File: config.mk
export PLATFORM = sky130hd
export DESIGN_NAME = mode_counter_ctrl
export DESIGN_NICKNAME = d
export VERILOG_FILES = /design/src/rtl/mode_counter_pkg.sv /design/src/rtl/button_debounce.sv /design/src/rtl/mode_counter_ctrl.sv
export SDC_FILE = /design/constraint.sdc
export NUM_CORES = 1
export LEC_CHECK = 0
export ABC_CLOCK_PERIOD_IN_PS = 2100
export CELL_PAD_IN_SITES_DETAIL_PLACEMENT = 2
export CELL_PAD_IN_SITES_GLOBAL_PLACEMENT = 2
export CORE_UTILIZATION = 35
export DETAILED_ROUTE_END_ITERATION = 16
export PLACE_DENSITY = 0.81
export SLEW_MARGIN = 20
export SYNTH_ARGS = -nofsm -noshare
export SYNTH_HDL_FRONTEND = slang
export SYNTH_HIERARCHICAL = 1
export SYNTH_SLANG_ARGS = --single-unit
File: constraint.sdc
create_clock -name in_clk -period 2.1 [get_ports in_clk]
set_clock_uncertainty 0.05 [all_clocks]
set_input_delay 0.42 -clock in_clk [delete_from_list [all_inputs] [get_ports in_clk]]
set_output_delay 0.42 -clock in_clk [all_outputs]
set_load 0.01 [all_outputs]
File: src/rtl/mode_counter_pkg.sv
// Shared types and constants for the front-panel mode/counter controller.
// Mode encoding is also what appears on the mode output pins.
package mode_counter_pkg;

   typedef enum logic [1:0] {
      CLEAR = 2'b00,
      UP    = 2'b01,
      DOWN  = 2'b10,
      HOLD  = 2'b11
   } mode_t;

   // Idle level of the active-low push buttons
   localparam logic BTN_RELEASED = 1'b1;

endpackage

File: src/rtl/button_debounce.sv
// Synchroniser, stable-level debouncer and one-cycle press pulse for one
// raw active-low push button.
module button_debounce
   import mode_counter_pkg::*;
#(
   parameter int SYNC_STAGES     = 2,
   parameter int DEBOUNCE_CYCLES = 1_000_000
) (
   input  logic in_clk,
   input  logic global_reset,
   input  logic btn_n,
   output logic press
);

   localparam int CW = (DEBOUNCE_CYCLES > 1) ? $clog2(DEBOUNCE_CYCLES) : 1;
   localparam logic [CW-1:0] CNT_LAST = CW'(DEBOUNCE_CYCLES - 1);

   logic [SYNC_STAGES-1:0] sync_q, sync_d;
   logic                   level_q, level_d;
   logic [CW-1:0]          cnt_q, cnt_d;
   logic                   press_q, press_d;
   logic                   synced;

   assign synced = sync_q[SYNC_STAGES-1];

   always_comb begin
      sync_d  = {sync_q[SYNC_STAGES-2:0], btn_n};
      level_d = level_q;
      cnt_d   = cnt_q;
      press_d = 1'b0;
      // Any cycle that agrees with the accepted level restarts the stability count
      if (synced == level_q) begin
         cnt_d = '0;
      end else if (cnt_q == CNT_LAST) begin
         level_d = synced;
         cnt_d   = '0;
         press_d = (synced != BTN_RELEASED);
      end else begin
         cnt_d = cnt_q + CW'(1);
      end
   end

   always_ff @(posedge in_clk or posedge global_reset) begin
      if (global_reset) begin
         sync_q  <= {SYNC_STAGES{BTN_RELEASED}};
         level_q <= BTN_RELEASED;
         cnt_q   <= '0;
         press_q <= 1'b0;
      end else begin
         sync_q  <= sync_d;
         level_q <= level_d;
         cnt_q   <= cnt_d;
         press_q <= press_d;
      end
   end

   assign press = press_q;

endmodule

File: src/rtl/mode_counter_ctrl.sv
// Button-stepped 4-mode FSM driving a prescaled up/down counter with
// wrap or clamp at the boundaries and a one-cycle limit pulse.
module mode_counter_ctrl
   import mode_counter_pkg::*;
#(
   parameter int TICK_DIV        = 50_000_000,
   parameter int CNT_WIDTH       = 16,
   parameter int SYNC_STAGES     = 2,
   parameter int DEBOUNCE_CYCLES = 1_000_000,
   parameter bit SATURATE        = 1'b0
) (
   input  logic                 in_clk,
   input  logic                 global_reset,
   input  logic                 btn_up_n,
   input  logic                 btn_down_n,
   output logic [1:0]           mode,
   output logic [CNT_WIDTH-1:0] count,
   output logic                 tick,
   output logic                 limit
);

   localparam int PW = $clog2(TICK_DIV);
   localparam logic [PW-1:0]        PRE_LAST = PW'(TICK_DIV - 1);
   localparam logic [CNT_WIDTH-1:0] ALL_ONES = {CNT_WIDTH{1'b1}};

   logic [1:0] btn_raw;
   logic [1:0] press;
   logic       up_press, dn_press;

   assign btn_raw = {btn_down_n, btn_up_n};

   genvar gi;
   generate
      for (gi = 0; gi < 2; gi++) begin : g_btn
         button_debounce #(
            .SYNC_STAGES     (SYNC_STAGES),
            .DEBOUNCE_CYCLES (DEBOUNCE_CYCLES)
         ) u_debounce (
            .in_clk       (in_clk),
            .global_reset (global_reset),
            .btn_n        (btn_raw[gi]),
            .press        (press[gi])
         );
      end
   endgenerate

   assign up_press = press[0];
   assign dn_press = press[1];

   logic [PW-1:0]        pre_q, pre_d;
   mode_t                mode_q, mode_d;
   logic [CNT_WIDTH-1:0] count_q, count_d;
   logic                 limit_q, limit_d;

   assign tick = (pre_q == PRE_LAST);

   always_comb begin
      pre_d = tick ? '0 : pre_q + PW'(1);
   end

   always_comb begin
      mode_d = mode_q;
      if (up_press && !dn_press) begin
         case (mode_q)
            CLEAR:   mode_d = UP;
            UP:      mode_d = DOWN;
            default: mode_d = HOLD;
         endcase
      end else if (dn_press && !up_press) begin
         case (mode_q)
            HOLD:    mode_d = DOWN;
            DOWN:    mode_d = UP;
            default: mode_d = CLEAR;
         endcase
      end
   end

   // Counter follows the registered mode, so a same-cycle mode change lands on the next tick
   always_comb begin
      count_d = count_q;
      limit_d = 1'b0;
      if (mode_q == CLEAR) begin
         count_d = '0;
      end else if (tick) begin
         case (mode_q)
            UP: begin
               if (count_q == ALL_ONES) begin
                  limit_d = 1'b1;
                  count_d = SATURATE ? count_q : '0;
               end else begin
                  count_d = count_q + CNT_WIDTH'(1);
               end
            end
            DOWN: begin
               if (count_q == '0) begin
                  limit_d = 1'b1;
                  count_d = SATURATE ? count_q : ALL_ONES;
               end else begin
                  count_d = count_q - CNT_WIDTH'(1);
               end
            end
            default: count_d = count_q;
         endcase
      end
   end

   always_ff @(posedge in_clk or posedge global_reset) begin
      if (global_reset) begin
         pre_q   <= '0;
         mode_q  <= CLEAR;
         count_q <= '0;
         limit_q <= 1'b0;
      end else begin
         pre_q   <= pre_d;
         mode_q  <= mode_d;
         count_q <= count_d;
         limit_q <= limit_d;
      end
   end

   assign mode  = mode_q;
   assign count = count_q;
   assign limit = limit_q;

endmodule

==> results.py <==
metrics = {
    "setup_path": {
        "max_stage_delay_ns": 0.59,
        "cp_max_fo": 4,
        "startpoint_type": "register",
        "path_buf_inv": 2,
        "cp.required_ns": 1.63,
        "critPathCaptureType": "output pin",
        "timing.rr.end": "count[14]",
        "reg2reg_slack_ns": -0.39,
        "cp_slowest_cell": "or4b_4",
        "reg2reg_from": "pre_q[16]",
        "worstSetupPathType": "register to output pin",
        "cp_top_family": "simple AND/OR/NAND/NOR gates",
        "worst-endpoint-arrival_ns": 2.04,
        "reg2reg_depth": 6,
        "crit_chain": "or4b_4 > nor3_2 > nand3_2 > inv_2 > buf_6",
    },
    "worst_hold_path": {
        "hold_class": "register to register",
        "holdPathEnd": "g_btn[1].u_debounce/sync_q[1]",
        "hold_start": "g_btn[1].u_debounce/sync_q[0]",
        "holdPathStages": 0,
    },
    "routing": {
        "viasPerCell": 5.795,
        "num_vias": 5117,
        "wl_per_cell_um": 22.90,
        "wl_mm": 20.23,
        "ant_nets": 0,
        "firstDrtPassIters": 4,
        "initialDrtViolationCount": 236,
        "route.detailed.drc": 0,
    },
    "logic_synthesis": {
        "ys_top_cells_by_count": "87 x dfrtp_1, 64 x nor2_1, 53 x nand2_1",
        "yosys-top-cells-area": "dfrtp_1 40%, xor2_1 5.0%, nor2_1 4.5%",
        "yosysTopAreaCell": "dfrtp_1",
        "synth_area_sq_um": 5395,
        "synth_flop_cell": "dfrtp_1",
        "avgSynthCellArea_sq_um": 9.416,
        "async_flop_share_pct": 100.0,
        "synth_nets": 589,
        "ys_ff_latch": 93,
        "synth_warnings": 6,
        "yosysMostFrequentCell": "dfrtp_1",
        "syn-instance-count": 573,
        "synthDistinctLibCells": 75,
        "synth_top_area_share_pct": 40.35,
        "synth-seq-area-share_pct": 43.27,
        "synth_edf_count": 0,
    },
    "floorplan": {
        "coreArea_sq_um": 15150,
        "die_w_um": 126.2,
        "initial_core_util_pct": 35.62,
        "ios": 24,
        "die-area_sq_um": 15920,
        "fp-row-count": 45,
        "die_y_um": 126.2,
    },
    "sta": {
        "max-slew-margin-rel_pct": 62.10,
        "layout_setup_ws_ns": -0.4095,
        "worst_pin_slew_ns": 0.5642,
        "fmax_ghz": 0.3985,
        "period_share_pct": 119.5,
        "setup_violations": 22,
        "maxSlewViolCount": 0,
        "rsz0062_at_grt": "yes",
        "period_minus_slack_ns": 2.509,
        "finalHoldViolations": 0,
    },
    "grt": {
        "antenna_found_initial": 0,
        "grt_pass1_vias": 5832,
        "grt_max_degree": 46,
        "gr-total-overflow": 0,
        "grt_usage_pct": 25.88,
        "grt_pass1_wl_mm": 31.85,
    },
    "final_layout": {
        "syn2layout_area_growth_pct": 30.08,
        "diodes": 0,
        "post_route_cells_drive_above_1_share_pct": 25.90,
        "nets": 706,
    },
    "clock_tree": {
        "ctsLongestPathBuffers": 2,
        "worstSkewPairLatency_ns": 0.36,
        "cts_root_buf": "clkbuf_16",
        "numClockSinks": 93,
        "clk_pin_slew_worst_paths_ns": 0.07,
        "cts-buffers-inserted": 9,
        "cts_htree_levels": 3,
        "cts_tree": "built",
        "cts_hold_repair.buffers": 0,
    },
    "pwr": {
        "ir_drop_mv": 0.3863,
        "p_per_area_nw_per_um2": 509.5,
        "p_leak_uw": 0.003030,
        "p_total_uw": 3576,
    },
    "place": {
        "place_ws_ns": -0.2577,
        "dp_hpwl_mm": 13.20,
        "place_congestion": 0.8070,
        "io_buffer_count": 23,
    },
    "run_status": {
        "violations": "negative setup slack",
        "status": "complete, but fails checks",
    },
    "flow_run": {
        "cap_violations": 0,
    },
}
[placed cells by master (no fill, tap or decap), types with 4 or more instances in the layout]
| cell type | instances |
|---|---|
| clkdlybuf4s50_1 | 22 |
| nand3_2 | 4 |
| o211ai_1 | 4 |
| or4_4 | 5 |
| nand2_1 | 52 |
| nand4_1 | 20 |
| and3_1 | 11 |
| and4_1 | 5 |
| xor2_1 | 31 |
| or3_1 | 7 |
| nor2_2 | 5 |
| o21ai_0 | 16 |
| nor3_1 | 12 |
| dfstp_2 | 6 |
| ha_1 | 11 |
| a21oi_1 | 18 |
| xnor2_1 | 26 |
| and2_1 | 4 |
| clkbuf_16 | 9 |
| inv_1 | 18 |
| or4_1 | 10 |
| nor2_1 | 59 |
| o221ai_1 | 4 |
| nor4_1 | 9 |
| dfrtp_1 | 87 |
| o31ai_1 | 11 |
| nand2b_1 | 4 |
| buf_4 | 99 |
| nand3_1 | 33 |
[logic make-up (layout without fill, tap and decap cells)]
group / Yosys count / in the layout / synth area share [%]
muxes: 5 / 5 / 1.044
adders and majority gates: 12 / 12 / 2.783
and+or+nand+nor: 278 / 278 / 28.34
AOI/OAI and AO/OA: 87 / 87 / 12.13
buffers and inverters: 41 / 163 / 3.177
xor gates and xnor gates: 57 / 57 / 9.253
DFF: 93 / 93 / 43.27
[power breakdown]
group          switching [uW]  total, uW  leakage, uW  internal [uW]
Clock                     782       1660     0.000140            877
Sequential               14.3       1820      0.00126           1810
Combinational            65.3       95.9      0.00163           30.6
Total                     862       3580      0.00303           2710
[state kept, by name, indices dropped and copies added, names as in the netlist]
| register | count |
|---|---|
| g_btn.u_debounce/sync_q | 4 |
| limit | 1 |
| pre_q | 26 |
| g_btn.u_debounce/level_q | 2 |
| g_btn.u_debounce/press | 2 |
| count | 16 |
| mode | 2 |
| g_btn.u_debounce/cnt_q | 40 |
[layer usage]
layer  GRT usage [%]  vias to the layer above  share of wire [%]
met2           47.74                       74                 54
met5               0                        -                  0
met3           3.866                       60                1.9
met4           12.83                        0                3.8
met1           28.94                     2671                 41
li1                -                     2312                  -
[worst max-delay path by stage]
stage	startpoint	to	cells after the start	slack [ns]
6_report	pre_q[8]	tick	5	-0.41
5_1_grt	pre_q[8]	tick	5	-0.41
4_1_cts	pre_q[8]	count[2]	6	-0.23
3_5_place_dp	pre_q[24]	tick	5	-0.26
3_3_place_gp	pre_q[24]	tick	5	-0.22
2_1_floorplan	pre_q[9]	count[10]	5	-0.12
[through the flow]
step	util [%]	hold WS [ns]	cell area (sq um)	cells	setup TNS (ns)
finish	46.34	0.3046	7018	883	-5.158
global route	46.34	0.3112	7018	883	-5.898
CTS	45.48	0.3080	6888	875	-2.884
detailed placement	42.89	0.2978	6496	855	-2.724
global placement	42.89	0.2954	6496	855	-1.399
floorplan	-	0.2952	5418	573	-0.8560
[layout make-up]
cell class | count | area, sq um
clock buffers | 12 | 256.5
clock inverters | 4 | 30.03
fillers | 1614 | 8128
inverters | 21 | 78.83
multi-input cells | 439 | 3037
flip-flops and latches | 93 | 2335
well taps | 188 | 235.2
repair buffers | 126 | 1046
[what timing repair did]
action | CTS | global route
setup endpoints to repair | 21 | 23
pin swaps | 5 | 10
gates resized for setup | 20 | 19
setup buffers | 5 | 7
gates cloned | 0 | 1
Power figures use the tool's default switching activity.
